--- config.mk ---
export PLATFORM = sky130hd
export DESIGN_NAME = hook_draw_scheduler
export DESIGN_NICKNAME = d
export VERILOG_FILES = /design/src/rtl/hook_draw_scheduler.sv
export SDC_FILE = /design/constraint.sdc
export NUM_CORES = 1
export LEC_CHECK = 0
export BUFFER_PORTS_ARGS = -buffer_cell sky130_fd_sc_hd__buf_2
export CAP_MARGIN = 20
export CORE_MARGIN = 2
export CORE_UTILIZATION = 35
export DETAILED_ROUTE_END_ITERATION = 8
export HOLD_SLACK_MARGIN = 0.06
export PLACE_DENSITY = 0.62
export SLEW_MARGIN = 20
export SYNTH_ARGS = -nofsm -noshare
export SYNTH_HDL_FRONTEND = slang
export SYNTH_SLANG_ARGS = --single-unit
--- constraint.sdc ---
create_clock -name clock -period 2.45 [get_ports clock]
set_input_delay 0.49 -clock clock [delete_from_list [all_inputs] [get_ports clock]]
set_output_delay 0.49 -clock clock [all_outputs]
set_load 0.01 [all_outputs]
--- src/rtl/hook_draw_scheduler.sv ---
// hook_draw_scheduler: sequences hook 1 then hook 2 each frame, forwarding clipped pixels to the VGA port
module hook_draw_scheduler #(
    parameter int SCREEN_W = 320,
    parameter int SCREEN_H = 240,
    parameter int TIMEOUT  = 4096
) (
    input  logic        clock,
    input  logic        resetn,
    input  logic        frame_start,
    output logic        en1,
    output logic        en2,
    input  logic [8:0]  x1,
    input  logic [8:0]  x2,
    input  logic [7:0]  y1,
    input  logic [7:0]  y2,
    input  logic [11:0] c1,
    input  logic [11:0] c2,
    input  logic        we1,
    input  logic        we2,
    input  logic        done1,
    input  logic        done2,
    output logic [8:0]  vga_x,
    output logic [7:0]  vga_y,
    output logic [11:0] vga_colour,
    output logic        vga_plot,
    output logic        busy,
    output logic        frame_done,
    output logic [15:0] pixel_count,
    output logic        timeout_err,
    output logic        overrun_err
);
    typedef enum logic [2:0] {IDLE, START1, RUN1, START2, RUN2, FDONE} state_t;

    localparam logic [8:0]  X_LIM   = 9'(SCREEN_W);
    localparam logic [7:0]  Y_LIM   = 8'(SCREEN_H);
    localparam logic [15:0] WD_LAST = 16'(TIMEOUT - 1);

    state_t      state, state_nx;
    logic [15:0] wd;
    logic        run1, run2, run, we_s, done_s, hit, wd_exp;
    logic [8:0]  x_s;
    logic [7:0]  y_s;
    logic [11:0] c_s;

    assign run1       = state == RUN1;
    assign run2       = state == RUN2;
    assign run        = run1 || run2;
    assign we_s       = run1 ? we1 : run2 ? we2 : 1'b0;
    assign done_s     = run1 ? done1 : run2 ? done2 : 1'b0;
    assign x_s        = run2 ? x2 : x1;
    assign y_s        = run2 ? y2 : y1;
    assign c_s        = run2 ? c2 : c1;
    assign hit        = we_s && (x_s < X_LIM) && (y_s < Y_LIM);
    assign wd_exp     = run && (wd == WD_LAST);
    assign busy       = state != IDLE;
    assign en1        = state == START1;
    assign en2        = state == START2;
    assign frame_done = state == FDONE;

    // next-state decode: each RUN state leaves on its drawer's done or on watchdog expiry
    always_comb begin
        state_nx = state;
        case (state)
            IDLE:    state_nx = frame_start ? START1 : IDLE;
            START1:  state_nx = RUN1;
            RUN1:    state_nx = (done_s || wd_exp) ? START2 : RUN1;
            START2:  state_nx = RUN2;
            RUN2:    state_nx = (done_s || wd_exp) ? FDONE : RUN2;
            FDONE:   state_nx = IDLE;
            default: state_nx = IDLE;
        endcase
    end

    // state register
    always_ff @(posedge clock or negedge resetn) begin
        if (!resetn) state <= IDLE;
        else         state <= state_nx;
    end

    // watchdog counts cycles spent in the current RUN state; START states clear it before entry
    always_ff @(posedge clock or negedge resetn) begin
        if (!resetn) wd <= '0;
        else         wd <= run ? wd + 16'd1 : '0;
    end

    // registered pixel forwarding; coordinates hold when nothing is plotted
    always_ff @(posedge clock or negedge resetn) begin
        if (!resetn) begin
            vga_plot   <= 1'b0;
            vga_x      <= '0;
            vga_y      <= '0;
            vga_colour <= '0;
        end else begin
            vga_plot <= hit;
            if (hit) begin
                vga_x      <= x_s;
                vga_y      <= y_s;
                vga_colour <= c_s;
            end
        end
    end

    // saturating per-frame pixel counter, cleared when a frame is accepted
    always_ff @(posedge clock or negedge resetn) begin
        if (!resetn)                          pixel_count <= '0;
        else if (state == IDLE && frame_start) pixel_count <= '0;
        else if (hit && pixel_count != 16'hFFFF) pixel_count <= pixel_count + 16'd1;
    end

    // sticky error flags: abandoned drawer, and frame requests arriving while busy
    always_ff @(posedge clock or negedge resetn) begin
        if (!resetn) begin
            timeout_err <= 1'b0;
            overrun_err <= 1'b0;
        end else begin
            if (wd_exp && !done_s)             timeout_err <= 1'b1;
            if (frame_start && state != IDLE)  overrun_err <= 1'b1;
        end
    end
endmodule

### Yosys cells after proc, flatten, opt, wreduce, memory -nomap -nowiden

Cells that the tools add are included.

| cells by class | value |
|---|---|
| $add $sub $neg | 2 |
| magnitude comparators | 2 |
| equality and inequality tests | 7 |
| multiplexer cells | 14 |
| reductions and logical operators | 13 |

Operator list:

| cell | count |
|---|---|
| 16-bit two-way mux | 3 |
| 16-bit by 1-bit adder with 16-bit output (second input constant) | 2 |
| 16-bit by 12-bit == test with 1-bit output (second input constant) | 1 |
| 16-bit != test (second input constant) | 1 |
| 3-bit one-hot mux with 5 select lines | 1 |
| 12-bit two-way mux | 1 |
| 9-bit < comparator (second input constant) | 1 |
| 9-bit two-way mux | 1 |
| 8-bit < comparator (second input constant) | 1 |
| 8-bit two-way mux | 1 |
| 1-bit logical AND | 7 |
| 1-bit two-way mux | 7 |
| 3-bit by 2-bit == test with 1-bit output (second input constant) | 2 |
| 3-bit == test (second input constant) | 2 |
| 3-bit by 1-bit == test with 1-bit output (second input constant) | 1 |
| 3-bit logical NOT | 1 |
| 3-bit nonzero test | 1 |
| 1-bit logical OR | 2 |
| 2-bit nonzero test | 1 |
| 1-bit logical NOT | 1 |

| word-level totals | value |
|---|---|
| bits in registers | 67 |
| bits of input ports | 65 |
| output and inout bits | 52 |
| logic and storage cells | 47 |

### Depth between registers and ports, before layout

Gate-level depths: netlist of the first run.

| logic depth | value |
|---|---|
| depth after elaboration | 8 |
| depth in mapped cells | 8 |
| depth with buffers taken out | 6 |

### Worst setup path after synthesis of the first run

OpenSTA, ideal clock, no wires.

| path | value |
|---|---|
| kind | register to register |
| start | reg pixel_count[0] |
| end | reg pixel_count[9] |
| setup time | 0.126 ns |
| arrival time | 1.913 ns |
| required time | 2.324 ns |
| slack | 0.411 ns |
| stages on the path, launching flop included | 7 |
| path buffers | 0 |
| clock period less this slack | 2.039 ns |
| cell sequence | dfrtp_1 -> ha_1 -> nand3_2 -> nor4_2 -> nand4_1 -> and4_1 -> a221o_1 |

| on the way | value |
|---|---|
| word-level cells in the longest chain between the ends | 3 |
| elaborated cells between the ends (all ways) | 6 |
| classes of those cells | add/sub: 1; eq/ne: 1; mux: 2; reduce/logical: 2 |

RTL lines:

| element | line | RTL |
|---|---|---|
| from (decl) | 28 | `output logic [15:0] pixel_count,` |
| from (signal assigned) | 107 | `else if (hit && pixel_count != 16'hFFFF) pixel_count <= pixel_count + 16'd1;` |
| 16-bit by 1-bit adder with 16-bit output / 16-bit != test (equally long branches) | 107 |  |
| 16-bit two-way mux / 1-bit logical AND (equally long branches) | 107 |  |
| 16-bit two-way mux / 2-bit nonzero test (equally long branches) | -- |  |

Several ways; a longest one is shown, not always the timed one. The select of a mux whose other input is x is not followed.
A chain may end at the register's enable or synchronous reset.

### Final worst setup path of the first run

Same ends and word-level chain as after synthesis.

==> results of run 1 <==
kinds of logic (layout without fill, tap and decap cells):
logic type      after synthesis  in the layout  synth area share [%]
compound gates               64             64                  12.0
xor+xnor                     14             14                  3.69
fa+ha+maj                     2              2                 0.752
buf+inv                      21            145                  2.67
flops                        67             67                  50.4
mux                          32             32                  9.63
simple gates                131            131                  20.8
per-stage QoR:
step,hold slack (ps),util [%]
finish,208,46.6
global route,251,46.6
CTS,222,46.6
detailed placement,447,44.2
global placement,435,44.2
floorplan,194,-
path summary, 6_finish.rpt:
path | startpoint | to | slack [ps]
max in group asynchronous | resetn | wd[13] | 1610
min | resetn | vga_x[1] | 210
max reg2reg | pixel_count[0] | pixel_count[9] | 210
min in group clock | frame_start | overrun_err | 390
max | pixel_count[0] | pixel_count[9] | 210
min reg2reg | wd[0] | wd[0] | 450
Yosys cell counts, types with 2 or more instances:
cell      number  area [sq um]
a21o_1         2          15.0
a21oi_1        6          30.0
a221o_1        6          60.1
a311oi_1       2          17.5
a31oi_1        3          18.8
and2_1         8          50.1
and3_1         6          37.5
and4_1         2          17.5
buf_2          5          25.0
clkbuf_1       9          33.8
dfrtp_1       67          1680
ha_1           2          25.0
inv_1          4          15.0
mux2i_1       32           320
nand2_1       40           150
nand2b_1       2          12.5
nand3_1       13          65.1
nand3b_1       2          15.0
nand4_1        7          43.8
nor2_1        22          82.6
nor3_1         9          45.0
nor3b_1        2          15.0
nor4_1         3          18.8
nor4b_1        2          17.5
o21ai_0       35           175
o31ai_1        3          22.5
or2_2          2          12.5
or3_1          2          12.5
or4_1          2          15.0
xnor2_1        8          70.1
xor2_1         6          52.6
power by group through the flow:
stage / registers [mW] / clock network (mW) / logic (mW)
floorplan: 1.65 / 0 / 0.649
global placement: 1.58 / 0 / 1.20
detailed placement: 1.58 / 0 / 1.23
CTS: 1.57 / 1.03 / 1.23
global route: 1.61 / 1.08 / 1.35
finish: 1.57 / 1.01 / 1.20
per-layer routing:
layer	GRT usage [%]	wire length [um]	vias up
met5	0	0	-
met4	5.93	111	0
met3	4.21	542	9
met2	26.0	3810	99
met1	21.5	3550	1388
li1	-	-	1433
registers in the layout (all words and copies together) (netlist names):
name and flops:
overrun_err 1, vga_colour 12, pixel_count 16, timeout_err 1, wd 16, vga_x 9, vga_plot 1, vga_y 8
state 3
cell type report:
| cell class | instances | area (sq um) | share of cell area (%) |
|---|---|---|---|
| timing repair buffer | 124 | 653 | 15.2 |
| sequential | 67 | 1680 | 39.0 |
| multi-input combinational | 243 | 1570 | 36.6 |
| tap | 129 | 161 | 3.75 |
| clock buffer | 10 | 128 | 2.97 |
| inverter | 5 | 18.8 | 0.436 |
| clock inverter | 6 | 90.1 | 2.09 |
placed cells by master (no fill, tap or decap), drive strengths merged, types with 5 or more instances in the layout:
cell,instances
a21oi,7
a221o,6
and2,8
and3,6
buf,124
clkbuf,10
dfrtp,67
inv,5
mux2i,32
nand2,40
nand3,14
nand4,7
nor2,22
nor3,9
nor4,5
o21ai,36
xnor2,8
xor2,6
worst max-delay path, cell delays in order (launching register included):
cell     delay (ps)
dfrtp_1         440
ha_1            230
nand3_2         110
nor4_2          430
nand4_1         350
and4_1          310
a221o_1         260
==> impl_metrics.toml, run 1 <==
[outcome]
status = "complete, no violations"

[finish]
fillers = 892
layout.cells.non_filler = 584
drive_above_1_share_pct = 32.5
final_area_sq_mm = 0.00430
final_nets = 517
diodes = 0
area_delta_synth_final_pct = 29.3

[sta]
slew_headroom_pct = 50.4
setup_viol = 0
clock_skew_ps = 8.82
worstMarginPinSlew_ps = 743
period_needed_ps = 2240
rsz0062_at_grt = "no"
hold_violations = 0
finalSetupTns_ps = 0
fin_ws_ps = 212
max_freq_ghz = 0.447
period_share_pct = 91.3
slew_violations = 0

[synth]
seq_area_frac_synth_pct = 50.4
netlist_area_sq_mm = 0.00333
syn_avg_cell_area_sq_um = 10.0
synth-seq-cells = 67
synthArstFlopShare_pct = 100
synth_edf_count = 0
postSynthNetCount = 398
synth_ff_type = "dfrtp_1"
synthCells = 331
yosys_warnings = 0
synth.distinct_cells = 48

[clocking]
cts_resized = 0
path_clk_slew_ps = 80
postCtsSetupBuffers = 0
numCtsBuffers = 9
htreeDepth = 3
hold_buffers = 0
clockBufferDepth = 2
cts-root-buf = "clkbuf_8"
cts_sinks = 67
clkLatencyLatePin_ps = 340
cts_tree = "yes"

[worst_setup_path]
crit_fanout = 6
worstPathArrival_ps = 2460
path_class = "flop to flop"
cp.required_ps = 2670
r2r_cells = 6
endpoint_kind = "flop"
startpoint_type = "flop"

[power_and_ir_drop]
swShare_pct = 35.3
finalPower_mw = 3.78
powerDensity_mw_per_mm2 = 878
clkPwrFrac_pct = 26.7
power.share.sequential_pct = 41.6
switchingPower_mw = 1.33
vdd_drop_max_mv = 0.397
p_int_mw = 2.44
leakage_nw = 2.04
power.share.combinational_pct = 31.7

[floorplanning]
core-area_sq_mm = 0.00924
die_x_um = 101
die-area_sq_mm = 0.0103
initial_core_util_pct = 36.0
die_y_um = 101
rows = 35
num_io_pins = 117

[drt]
routed_via_density = 5.02
remaining_drc_errors = 0
vias = 2929
drt_iter0_markers = 143
wl_um = 8010
drt_first_pass_iters = 4
postRouteAntennaNets = 0
wl_per_cell_um = 13.7

[job]
maxCapViolations = 0

[grt]
grtUsageTotal_pct = 16.3
antenna_found_initial = 0
grt-ovfl-total = 0
grt_pass1_vias = 2845
grt_max_degree = 59
grt_pass1_wl_um = 13500

[hold_path]
hold_path_class = "input pin to asynchronous set/reset pin"

[place]
dp_worst_setup_slack_ps = 212
dp_hpwl_um = 5950
placed_area_sq_mm = 0.00408
portBuffers = 116
gp_congestion = 0.870
dp.cells = 568
Note: power is estimated with default switching activity, not from simulation.
==> run 2, diff against run 1 <==
==> constraint.sdc (replaced) <==
create_clock -name clock -period 2.34 [get_ports clock]
set_input_delay 0.468 -clock clock [delete_from_list [all_inputs] [get_ports clock]]
set_output_delay 0.468 -clock clock [all_outputs]
set_load 0.01 [all_outputs]
==> run 2 against run 1 <==
Via count decreased by 1.1%. Global-route usage decreased by 0.17 points. Worst hold slack got worse by 85 ps. Combinational power increased by 10%. Register-to-register slack improved by 20 ps. Non-clock buffer count increased by 5. Clock skew increased by 2.3 ps. Clock-buffer cell count increased by 1. Flip-flop and latch count unchanged. Worst setup slack improved by 24 ps. Critical path type unchanged. Critical endpoint is now vga_colour[0].
==> impl_metrics.toml, run 2 (same netlist as run 1, synthesis figures left out) <==
[clocking]
cts_sinks = 67
path_clk_slew_ps = 70
numCtsBuffers = 9
clockBufferDepth = 2
hold_buffers = 0
clkLatencyLatePin_ps = 340
cts-root-buf = "clkbuf_8"
cts_resized = 0
cts_tree = "yes"
htreeDepth = 3
postCtsSetupBuffers = 0

[worst_setup_path]
endpoint_kind = "flop"
startpoint_type = "flop"
crit_fanout = 58
critPathLaunch = "state[0]"
path_class = "flop to flop"
cp.required_ps = 2530
timing.rr.start = "state[0]"
worstPathArrival_ps = 2290
r2r_cells = 5

[drt]
routed_via_density = 4.92
wl_per_cell_um = 13.4
postRouteAntennaNets = 0
vias = 2897
remaining_drc_errors = 0
wl_um = 7910
drt_first_pass_iters = 4
drt_iter0_markers = 96

[power_and_ir_drop]
swShare_pct = 35.9
powerDensity_mw_per_mm2 = 894
leakage_nw = 2.05
power.share.sequential_pct = 41.9
vdd_drop_max_mv = 0.400
power.share.combinational_pct = 34.2
clkPwrFrac_pct = 23.9
p_int_mw = 2.47
switchingPower_mw = 1.38

[grt]
grtUsageTotal_pct = 16.1
grt_pass1_wl_um = 13000
grt_max_degree = 68
antenna_found_initial = 0
grt-ovfl-total = 0
grt_pass1_vias = 2739

[sta]
slew_headroom_pct = 64.9
setup_viol = 0
rsz0062_at_grt = "no"
worstMarginPinSlew_ps = 524
finalSetupTns_ps = 0
period_share_pct = 89.9
hold_violations = 0
max_freq_ghz = 0.475
whs_ps = 123
slew_violations = 0
clock_skew_ps = 11.1
period_needed_ps = 2100

[floorplanning]
core-area_sq_mm = 0.00924
die_y_um = 101
initial_core_util_pct = 36.0
die_x_um = 101
rows = 35
num_io_pins = 117
die-area_sq_mm = 0.0103

[place]
placed_area_sq_mm = 0.00411
gp_congestion = 0.837
dp.cells = 571
portBuffers = 116
dp_hpwl_um = 5860

[finish]
final_area_sq_mm = 0.00431
layout.cells.non_filler = 589
multi_input_area_sq_mm = 0.00157
final_nets = 522
reg_top3 = "pixel_count (16), wd (16), vga_colour (12)"
final_common_cell = "buf_2"
area_delta_synth_final_pct = 29.5
final_cell_mix = "buf_2 (116), dfrtp_1 (67), nand2_1 (40)"
drive_above_1_share_pct = 33.0
ff_latch_area_sq_mm = 0.00168
fillers = 896
final_core_utilization_pct = 46.6
diodes = 0

[outcome]
status = "complete, no violations"

[job]
maxCapViolations = 0

[hold_path]
hold_path_class = "input pin to asynchronous set/reset pin"
-- run 2: cell types whose count changed in the layout (fill, tap and decap cells not counted) --
cell,before,now
clkbuf_1,1,2
bufinv_16,2,1
clkinvlp_4,1,0
clkinv_4,2,1
buf_4,7,12
clkinv_2,1,3
-- run 2: cell type report --
cell class	instances	area share [%]
timing repair buffer	129	16.0
sequential	67	38.9
multi-input combinational	243	36.5
clock inverter	5	1.25
inverter	5	0.436
clock buffer	11	3.05
tap	129	3.75
-- run 2: per-stage QoR --
stage / power, mW / setup slack (ps)
2_1_floorplan: 2.41 / 301
3_3_place_gp: 2.94 / 186
3_5_place_dp: 2.98 / 169
4_1_cts: 3.91 / 154
5_1_grt: 4.15 / 46.4
6_report: 3.85 / 236
-- run 2: power groups by stage --
stage / Sequential [mW] / Combinational [mW] / Clock [mW]
2_1_floorplan: 1.73 / 0.679 / 0
3_3_place_gp: 1.63 / 1.31 / 0
3_5_place_dp: 1.63 / 1.35 / 0
4_1_cts: 1.62 / 1.35 / 0.946
5_1_grt: 1.65 / 1.50 / 1.01
6_report: 1.61 / 1.32 / 0.921
-- run 2: worst max-delay path, cell delays in order, from the launching register on --
cell and delay (ps):
dfrtp_1 410, nor3b_4 250, and3b_1 240, o21ai_4 370
buf_4 490, o21ai_0 190
-- run 2: worst paths after layout --
| path | end | slack [ps] |
|---|---|---|
| worst max-delay path | vga_colour[0] | 240 |
| worst min-delay path | vga_x[1] | 120 |
| worst max register to register | vga_colour[0] | 240 |
| worst min register to register | wd[0] | 450 |
| max in group asynchronous | pixel_count[5] | 1900 |
| min in group clock | overrun_err | 350 |
-- run 2: routing by layer --
| metal | up-vias | track usage, % | wire (um) |
|---|---|---|---|
| li1 | 1437 | - | - |
| met1 | 1367 | 21.4 | 3550 |
| met2 | 87 | 24.7 | 3720 |
| met3 | 6 | 4.97 | 590 |
| met4 | 0 | 6.55 | 57 |
| met5 | - | 0 | 0 |
==> run 3, diff against run 2 <==
--- a/config.mk
+++ b/config.mk
@@ -10,6 +10,7 @@
 export CORE_MARGIN = 2
 export CORE_UTILIZATION = 35
 export DETAILED_ROUTE_END_ITERATION = 8
+export GPL_TIMING_DRIVEN = 0
 export HOLD_SLACK_MARGIN = 0.06
 export PLACE_DENSITY = 0.62
 export SLEW_MARGIN = 20
==> run 3 against run 2 <==
Clock-buffer cell count is 1 lower. Combinational power is 5% higher. Clock power is 42% higher. Via count is 3.5% higher. Highest routed layer unchanged.
==> impl_metrics.toml, run 3 (same netlist as run 1, synthesis figures left out) <==
[outcome]
status = "complete, no violations"

[grt]
grt_pass1_vias = 2837
antenna_found_initial = 0
grt_pass1_wl_um = 13600
grt-ovfl-total = 0
grtUsageTotal_pct = 16.7
grt_max_degree = 41

[drt]
remaining_drc_errors = 0
postRouteAntennaNets = 0
wl_um = 8320
drt_iter0_markers = 124
drt_first_pass_iters = 4
vias = 2998
routed_via_density = 5.01
wl_per_cell_um = 13.9

[floorplanning]
die_x_um = 101
die-area_sq_mm = 0.0103
initial_core_util_pct = 36.0
rows = 35
die_y_um = 101
core-area_sq_mm = 0.00924
num_io_pins = 117

[clocking]
cts-root-buf = "clkbuf_8"
clockBufferDepth = 2
cts_tree = "yes"
path_clk_slew_ps = 80
clkLatencyLatePin_ps = 340
htreeDepth = 3
numCtsBuffers = 9
cts_sinks = 67

[worst_setup_path]
startpoint_type = "flop"
worstPathArrival_ps = 2400
slowest_delay_ps = 480
cp.required_ps = 2570
endpoint_kind = "flop"
slowest_stage = "dfrtp_1"
worstPathCellList = "nand4_1 -> or2_2 -> nor4_4 -> buf_4 -> nor2_1 -> a221o_1"
crit_fanout = 10
path_class = "flop to flop"

[finish]
multi_input_area_sq_mm = 0.00158
area_delta_synth_final_pct = 33.3
final_common_cell = "buf_2"
final_nets = 531
fillers = 919
final_core_utilization_pct = 48.0
ff_latch_area_sq_mm = 0.00168
drive_above_1_share_pct = 32.6
reg_top3 = "pixel_count (16), wd (16), vga_colour (12)"
diodes = 0
final_area_sq_mm = 0.00443
final_cell_mix = "buf_2 (117), dfrtp_1 (67), nand2_1 (40)"

[sta]
period_needed_ps = 2180
slew_violations = 0
hold_violations = 0
worstMarginPinSlew_ps = 750
setup_viol = 0
finalSetupTns_ps = 0
period_share_pct = 93.1
clock_skew_ps = 14.8
slew_headroom_pct = 50.0
max_freq_ghz = 0.459

[job]
maxCapViolations = 0

[hold_path]
hold_path_class = "input pin to flop"

[place]
placed_area_sq_mm = 0.00409
gp_congestion = 0.767
portBuffers = 116
dp_hpwl_um = 6160

[power_and_ir_drop]
vdd_drop_max_mv = 0.475
powerDensity_mw_per_mm2 = 968
leakage_nw = 2.10
run 3: cell count changes in the layout (fill, tap and decap cells not counted), sizes merged:
cell and delta:
buf -3, clkinv -3, dlygate4sd3 +1, bufinv +3, clkinvlp +1, clkbuf +10
run 3: critical path, delay by kind of cell, from the launching register on:
family	cells	cell delay, ps
AOI/OAI and AO/OA	1	370
buffers and inverters	1	230
DFF	1	480
and+or+nand+nor	4	980
run 3: metal layers:
layer | GRT usage [%] | vias to the layer above | wire length [um]
met5 | 0 | - | 0
met3 | 4.76 | 7 | 565
met2 | 27.4 | 93 | 4020
li1 | - | 1456 | -
met4 | 5.61 | 0 | 116
met1 | 21.3 | 1442 | 3620
run 3: cell type report:
type | instances | area share, %
sequential | 67 | 37.8
clock buffer | 10 | 3.10
buffer | 16 | 1.78
tap | 129 | 3.64
inverter | 5 | 0.423
clock inverter | 6 | 3.08
multi-input combinational | 243 | 35.7
timing repair buffer | 122 | 14.5
run 3: through the flow:
| step | std cells | total power, mW | setup WS [ps] | hold slack [ps] |
|---|---|---|---|---|
| 2_1_floorplan | 331 | 2.41 | 301 | 172 |
| 5_1_grt | 598 | 4.61 | -19.8 | 362 |
| 6_report | 598 | 4.29 | 161 | 351 |
| 4_1_cts | 594 | 4.31 | 16.2 | 342 |
| 3_3_place_gp | 576 | 2.94 | 5.60 | 434 |
| 3_5_place_dp | 577 | 2.99 | -65.0 | 416 |
run 3: path summary, 6_finish.rpt:
path	cells after the start	slack [ps]	start	end
max	6	160	pixel_count[6]	pixel_count[9]
min reg2reg	1	450	overrun_err	overrun_err
min in group asynchronous	2	580	resetn	vga_x[1]
max in group asynchronous	3	1210	resetn	pixel_count[1]
min	2	350	frame_start	overrun_err
max reg2reg	6	160	pixel_count[6]	pixel_count[9]
run 3: what timing repair did:
item / 4_1_cts / 5_1_grt
resized for setup: 1 / 8
gates cloned: 0 / 0
endpoints found under the setup margin: 36 / 44
setup buffers: 0 / 4
endpoints found under the hold margin: 25 / 0
pin swaps: 0 / 3
hold buffers: 1 / 0
run 3: power breakdown:
part / total [mW] / switching, mW / internal, mW
sequential: 1.61 / 0.165 / 1.44
clock: 1.31 / 0.459 / 0.847
combinational: 1.38 / 0.826 / 0.555
